[src/rtl/dmem_dual_port_sched_pkg.sv]
// Shared definitions for the dual-lane data-memory scheduler.
//   state_t   : scheduler FSM encoding
//   LANE0/1   : lane identifiers used for mux select and read-return tag
//   WORD_LSB  : byte-address bits dropped when forming the word address
package dmem_dual_port_sched_pkg;

  typedef enum logic {
    ST_IDLE   = 1'b0,
    ST_SECOND = 1'b1
  } state_t;

  localparam logic LANE0 = 1'b0;
  localparam logic LANE1 = 1'b1;

  localparam int WORD_LSB = 2;

endpackage

[src/rtl/dmem_req_mux.sv]
// Combinational lane selector onto the data-memory request port.
// Ports:
//   sel                     lane select (LANE0/LANE1)
//   en                      access strobe for this cycle
//   we0/waddr0/wdata0       lane 0 request fields (word address)
//   we1/waddr1/wdata1       lane 1 request fields (word address)
//   mem_en/mem_we/mem_addr/mem_wdata   memory request outputs
module dmem_req_mux
  import dmem_dual_port_sched_pkg::*;
#(
  parameter int ADDR_W = 10,
  parameter int DATA_W = 32
) (
  input  logic              sel,
  input  logic              en,
  input  logic              we0,
  input  logic [ADDR_W-1:0] waddr0,
  input  logic [DATA_W-1:0] wdata0,
  input  logic              we1,
  input  logic [ADDR_W-1:0] waddr1,
  input  logic [DATA_W-1:0] wdata1,
  output logic              mem_en,
  output logic              mem_we,
  output logic [ADDR_W-1:0] mem_addr,
  output logic [DATA_W-1:0] mem_wdata
);

  always_comb begin
    mem_en    = en;
    mem_we    = 1'b0;
    mem_addr  = waddr0;
    mem_wdata = wdata0;
    if (sel == LANE1) begin
      mem_we    = en & we1;
      mem_addr  = waddr1;
      mem_wdata = wdata1;
    end else begin
      mem_we    = en & we0;
    end
  end

endmodule

[src/rtl/dmem_dual_port_sched.sv]
// Schedules two MEM-stage lanes onto a single-ported, synchronous-read
// data memory. A bundle where both lanes access memory is split over two
// cycles in program order (lane 0 first) and stalls the pipeline once.
//
// state  | meaning
// IDLE   | accepting a new bundle; lane 0 or a lone lane 1 goes to memory
// SECOND | second half of a conflicting bundle; lane 1 goes to memory
//
// Ports:
//   CLK, CLR                 clock, async active-high reset
//   req/we/addr/wdata 0,1    lane requests (byte addresses)
//   bundle_stall             freezes both lanes and upstream
//   rdata0/1, rvalid0/1      sticky load results and 1-cycle update pulses
//   mem_en/we/addr/wdata     memory request port
//   mem_rdata                memory read data, one cycle after a read
//   conflict_cnt             saturating count of conflict stalls
module dmem_dual_port_sched
  import dmem_dual_port_sched_pkg::*;
#(
  parameter int ADDR_W = 10,
  parameter int DATA_W = 32,
  parameter int CNT_W  = 32
) (
  input  logic              CLK,
  input  logic              CLR,
  input  logic              req0,
  input  logic              we0,
  input  logic [31:0]       addr0,
  input  logic [DATA_W-1:0] wdata0,
  input  logic              req1,
  input  logic              we1,
  input  logic [31:0]       addr1,
  input  logic [DATA_W-1:0] wdata1,
  output logic              bundle_stall,
  output logic [DATA_W-1:0] rdata0,
  output logic [DATA_W-1:0] rdata1,
  output logic              rvalid0,
  output logic              rvalid1,
  output logic              mem_en,
  output logic              mem_we,
  output logic [ADDR_W-1:0] mem_addr,
  output logic [DATA_W-1:0] mem_wdata,
  input  logic [DATA_W-1:0] mem_rdata,
  output logic [CNT_W-1:0]  conflict_cnt
);

  state_t state_q, state_d;
  logic   sel;
  logic   acc_en;
  logic   conflict_inc;
  logic   tag_vld_q;
  logic   tag_lane_q;

  logic [ADDR_W-1:0] waddr0, waddr1;
  logic              unused_addr_bits;

  assign waddr0 = addr0[ADDR_W+WORD_LSB-1:WORD_LSB];
  assign waddr1 = addr1[ADDR_W+WORD_LSB-1:WORD_LSB];

  // Byte offset and address bits beyond the memory size are don't-care.
  assign unused_addr_bits = ^{addr0[31:ADDR_W+WORD_LSB], addr0[WORD_LSB-1:0],
                              addr1[31:ADDR_W+WORD_LSB], addr1[WORD_LSB-1:0]};

  always_ff @(posedge CLK or posedge CLR) begin
    if (CLR) state_q <= ST_IDLE;
    else     state_q <= state_d;
  end

  // Outputs are forced idle while CLR is high so the stall and any pending
  // lane 1 access disappear immediately, not at the next edge.
  always_comb begin
    state_d      = state_q;
    sel          = LANE0;
    acc_en       = 1'b0;
    bundle_stall = 1'b0;
    conflict_inc = 1'b0;
    if (!CLR) begin
      unique case (state_q)
        ST_IDLE: begin
          if (req0 && req1) begin
            acc_en       = 1'b1;
            sel          = LANE0;
            bundle_stall = 1'b1;
            conflict_inc = 1'b1;
            state_d      = ST_SECOND;
          end else if (req0) begin
            acc_en = 1'b1;
            sel    = LANE0;
          end else if (req1) begin
            acc_en = 1'b1;
            sel    = LANE1;
          end
        end
        ST_SECOND: begin
          // Lanes are frozen by the stall, so their inputs are still valid.
          acc_en  = 1'b1;
          sel     = LANE1;
          state_d = ST_IDLE;
        end
        default: state_d = ST_IDLE;
      endcase
    end
  end

  dmem_req_mux #(
    .ADDR_W (ADDR_W),
    .DATA_W (DATA_W)
  ) u_mux (
    .sel       (sel),
    .en        (acc_en),
    .we0       (we0),
    .waddr0    (waddr0),
    .wdata0    (wdata0),
    .we1       (we1),
    .waddr1    (waddr1),
    .wdata1    (wdata1),
    .mem_en    (mem_en),
    .mem_we    (mem_we),
    .mem_addr  (mem_addr),
    .mem_wdata (mem_wdata)
  );

  // Single-entry read tag: a read issued this cycle returns data next cycle,
  // which is captured at the end of that cycle. Reads can occur every cycle,
  // so the tag is simply overwritten each cycle.
  always_ff @(posedge CLK or posedge CLR) begin
    if (CLR) begin
      tag_vld_q  <= 1'b0;
      tag_lane_q <= LANE0;
      rdata0     <= '0;
      rdata1     <= '0;
      rvalid0    <= 1'b0;
      rvalid1    <= 1'b0;
    end else begin
      tag_vld_q  <= mem_en & ~mem_we;
      tag_lane_q <= sel;
      rvalid0    <= tag_vld_q && (tag_lane_q == LANE0);
      rvalid1    <= tag_vld_q && (tag_lane_q == LANE1);
      if (tag_vld_q && (tag_lane_q == LANE0)) rdata0 <= mem_rdata;
      if (tag_vld_q && (tag_lane_q == LANE1)) rdata1 <= mem_rdata;
    end
  end

  always_ff @(posedge CLK or posedge CLR) begin
    if (CLR) begin
      conflict_cnt <= '0;
    end else if (conflict_inc && (conflict_cnt != {CNT_W{1'b1}})) begin
      conflict_cnt <= conflict_cnt + {{(CNT_W-1){1'b0}}, 1'b1};
    end
  end

endmodule

[config.mk]
export PLATFORM = sky130hd
export DESIGN_NAME = dmem_dual_port_sched
export DESIGN_NICKNAME = d
export VERILOG_FILES = /design/src/rtl/dmem_dual_port_sched_pkg.sv /design/src/rtl/dmem_req_mux.sv /design/src/rtl/dmem_dual_port_sched.sv
export SDC_FILE = /design/constraint.sdc
export NUM_CORES = 1
export LEC_CHECK = 0
export ABC_CLOCK_PERIOD_IN_PS = 5800
export CAP_MARGIN = 5
export CORE_AREA = 2 2 120 122
export DETAILED_ROUTE_END_ITERATION = 8
export DIE_AREA = 0 0 122 124
export HOLD_SLACK_MARGIN = 0.06
export PLACE_DENSITY = 0.76
export SETUP_SLACK_MARGIN = 0.05
export SYNTH_ARGS = -nofsm -noshare
export SYNTH_HDL_FRONTEND = slang
export SYNTH_SLANG_ARGS = --single-unit
[constraint.sdc]
create_clock -name CLK -period 5.8 [get_ports CLK]
set_input_delay 0.58 -clock CLK [delete_from_list [all_inputs] [get_ports CLK]]
set_output_delay 0.58 -clock CLK [all_outputs]
set_load 0.01 [all_outputs]
==> results.txt <==
R2R setup slack - 3540 ps
DR WL met2 - 8050 µm
CTS Buf Count - 9
Leakage - 3.37 nW
Final period util - 60.3%
Status - finished clean
Total grt overflow - 0
Die X - 122 µm
Largest net degree at the start of global routing - 83
Row count - 43
Postcts setup bufs - 0
Synthesized area - 4640 µm²
Antenna Violating Nets Remaining - 0
Drt via density - 4.81
Post-Synthesis Cells - 439
Die ar. - 15100 µm²
Setup violators final - 0
DRC viols - 0
Cts-stage hold buffer count - 0
Sequential area share after synthesis - 54.5%
Crit path time final - 3500 ps
Pre-antenna DRT Iters - 4
Layout fillers - 1212
Synth cell types - 38
Slew margin rel. - 31.9%
Worst Skew - 9.47 ps
Place WS - 2280 ps
First-pass GRT wire length - 23200 µm
Mean Syn Cell Area - 10.6 µm²
Max layer used - met4
# IOs - 309
Maximum VDD drop - 0.131 mV
Worst reg2reg path depth - 5
Syn. warnings - 0
Die Span Y - 124 µm
Register area - 2530 µm²
Worst Path Arrival - 2920 ps
Slew @ Worst Pin - 1020 ps
DPL Wire Length - 12600 µm
Layout Area Growth over Synthesis - 68.3%
Post-Route Utilization - 56.9%
Endpoint class of the critical path - output port
Total nets after synthesis - 606
HP Class - flip-flop to flip-flop
Vias in the first global route - 4375
Vias - 4277
Gr usage total - 20.4%
CTS root buffer - clkbuf_16
Reg-to-reg endpoint - conflict_cnt[28]
PortBufs - 264
GP Congestion - 0.871
Final Max Tran Viols - 0
Synth Register Bits - 101
Synth top area cells - dfrtp_1 (54%), mux2_2 (16%), nand2_1 (12%)
Number of clock sinks - 101
Detailed-route wire length - 16000 µm
# nets final - 869
Met3 routed WL - 1530 µm
Top_reg_cell synth - dfrtp_1
Worst-path fanout max - 43
Post-CTS resize count - 0
Share of cells above drive strength 1 - 13.9%
CP Class - input pin to output port
Crit path launch type - input pin
Reg-to-reg critical path startpoint - conflict_cnt[12]
Top-area cell type share of the netlist area - 54.5%
Clk_lat worst skew - 340 ps
Setup ws final - 2300 ps
RSZ-0062 raised after global routing - no
Worst hold start - rdata1[19]
Initial Utilization - 33.8%
Initial antenna violation count - 2
Hold Path Sink - rdata1[19]
Pwr Density - 299 nW/µm²
Clk buf depth - 2
Met1 Wirelength - 6160 µm
Maxcap violations - 0
Crit path required time - 5220 ps
Footprint of the multi-input gates - 2020 µm²
Hold Fails Final Rpt - 0
EDFF count, synth - 0
Routed len/inst - 18.0 µm
Yosys top cell by area - dfrtp_1
Core area - 13700 µm²
H-tree depth - 3
Setup TNS - 0 ps
Worst-path clk slew - 60 ps
WHS Path Cells - 1
Initial DRC Count - 200
Async set-reset flop share out of synthesis - 100%
CTS tree - done
Fmax achieved - 0.286 GHz
## where the power goes
group	switching, mW	internal, mW
Sequential	0.0877	0.851
Combinational	0.298	0.491
Clock	0.258	0.348
Total	0.644	1.69
## synthesized netlist by cell type (all sizes together) (2+ instances only)
cell type / instances
and4: 5
nor2: 13
buf: 4
nand2: 144
xnor2: 18
inv: 10
nand3: 11
nor4: 5
nor3: 7
a21oi: 2
mux2: 65
nand4: 12
o2111ai: 2
xor2: 11
dfrtp: 101
clkbuf: 13
## area by class of cell
cell class	instances	share of cell area [%]
diodes	2	0.0641
well taps	180	2.89
repair buffers	269	34.3
flip-flops and latches	101	32.4
inverters	11	0.561
multi-input cells	310	25.8
clock inverters	6	0.898
clock buffers	10	3.06
## per-stage QoR
stage / total power, mW / hold WS [ps] / cell area, µm² / std cells
2_1_floorplan: 1.23 / 481 / 4640 / 439
3_3_place_gp: 1.72 / 483 / 7490 / 871
3_5_place_dp: 1.74 / 488 / 7490 / 871
4_1_cts: 2.36 / 503 / 7800 / 887
5_1_grt: 2.46 / 518 / 7800 / 888
6_report: 2.33 / 504 / 7810 / 889
## critical path, cell delays in order
cell,delay (ps)
clkdlybuf4s50_1,600
inv_4,170
o21ai_4,100
buf_4,430
mux2i_1,250
nor3_1,190
clkdlybuf4s50_1,580
## worst max-delay path by stage
stage,start,to,slack [ps],depth (start not counted)
floorplan,CLR,mem_wdata[10],1140,6
global placement,CLR,mem_we,2320,7
detailed placement,CLR,mem_we,2280,7
CTS,CLR,mem_we,2270,7
global route,CLR,mem_we,2180,7
finish,CLR,mem_we,2300,7
## per-layer routing
layer / vias to the layer above / track usage (%)
met5: - / 0
met4: 0 / 6.18
met3: 11 / 6.09
met2: 217 / 36.2
met1: 2049 / 23.9
li1: 2000 / -
## cells by family after synthesis
group                    synth area share, %
AND/OR/NAND/NOR                         19.7
flip-flops                              54.5
multiplexers                            16.1
XOR/XNOR                                5.47
buffers and inverters                   2.32
AO/OA/AOI/OAI                           1.67
adder cells (fa/ha/maj)                0.270
## registers in the layout, indices dropped and copies added (netlist names)
name	flops
conflict_cnt	32
rdata0	32
rdata1	32
rvalid0	1
rvalid1	1
state_q	1
tag_lane_q	1
tag_vld_q	1
## placed cells by master, fill, tap and decap left out, types with 2 or more instances in the layout
cell type / instances
nand3_1: 9
clkbuf_16: 9
nand2_1: 143
nor3_1: 7
dfrtp_1: 101
and4_2: 4
clkdlybuf4s50_1: 264
diode_2: 2
nor2_1: 13
inv_1: 9
a21oi_1: 2
xor2_1: 11
nor4_1: 5
o2111ai_1: 2
buf_4: 5
nand3_2: 2
xnor2_1: 18
nand4_1: 12
mux2_2: 64
clkinvlp_4: 3
Note: power is estimated with default switching activity, not from simulation.
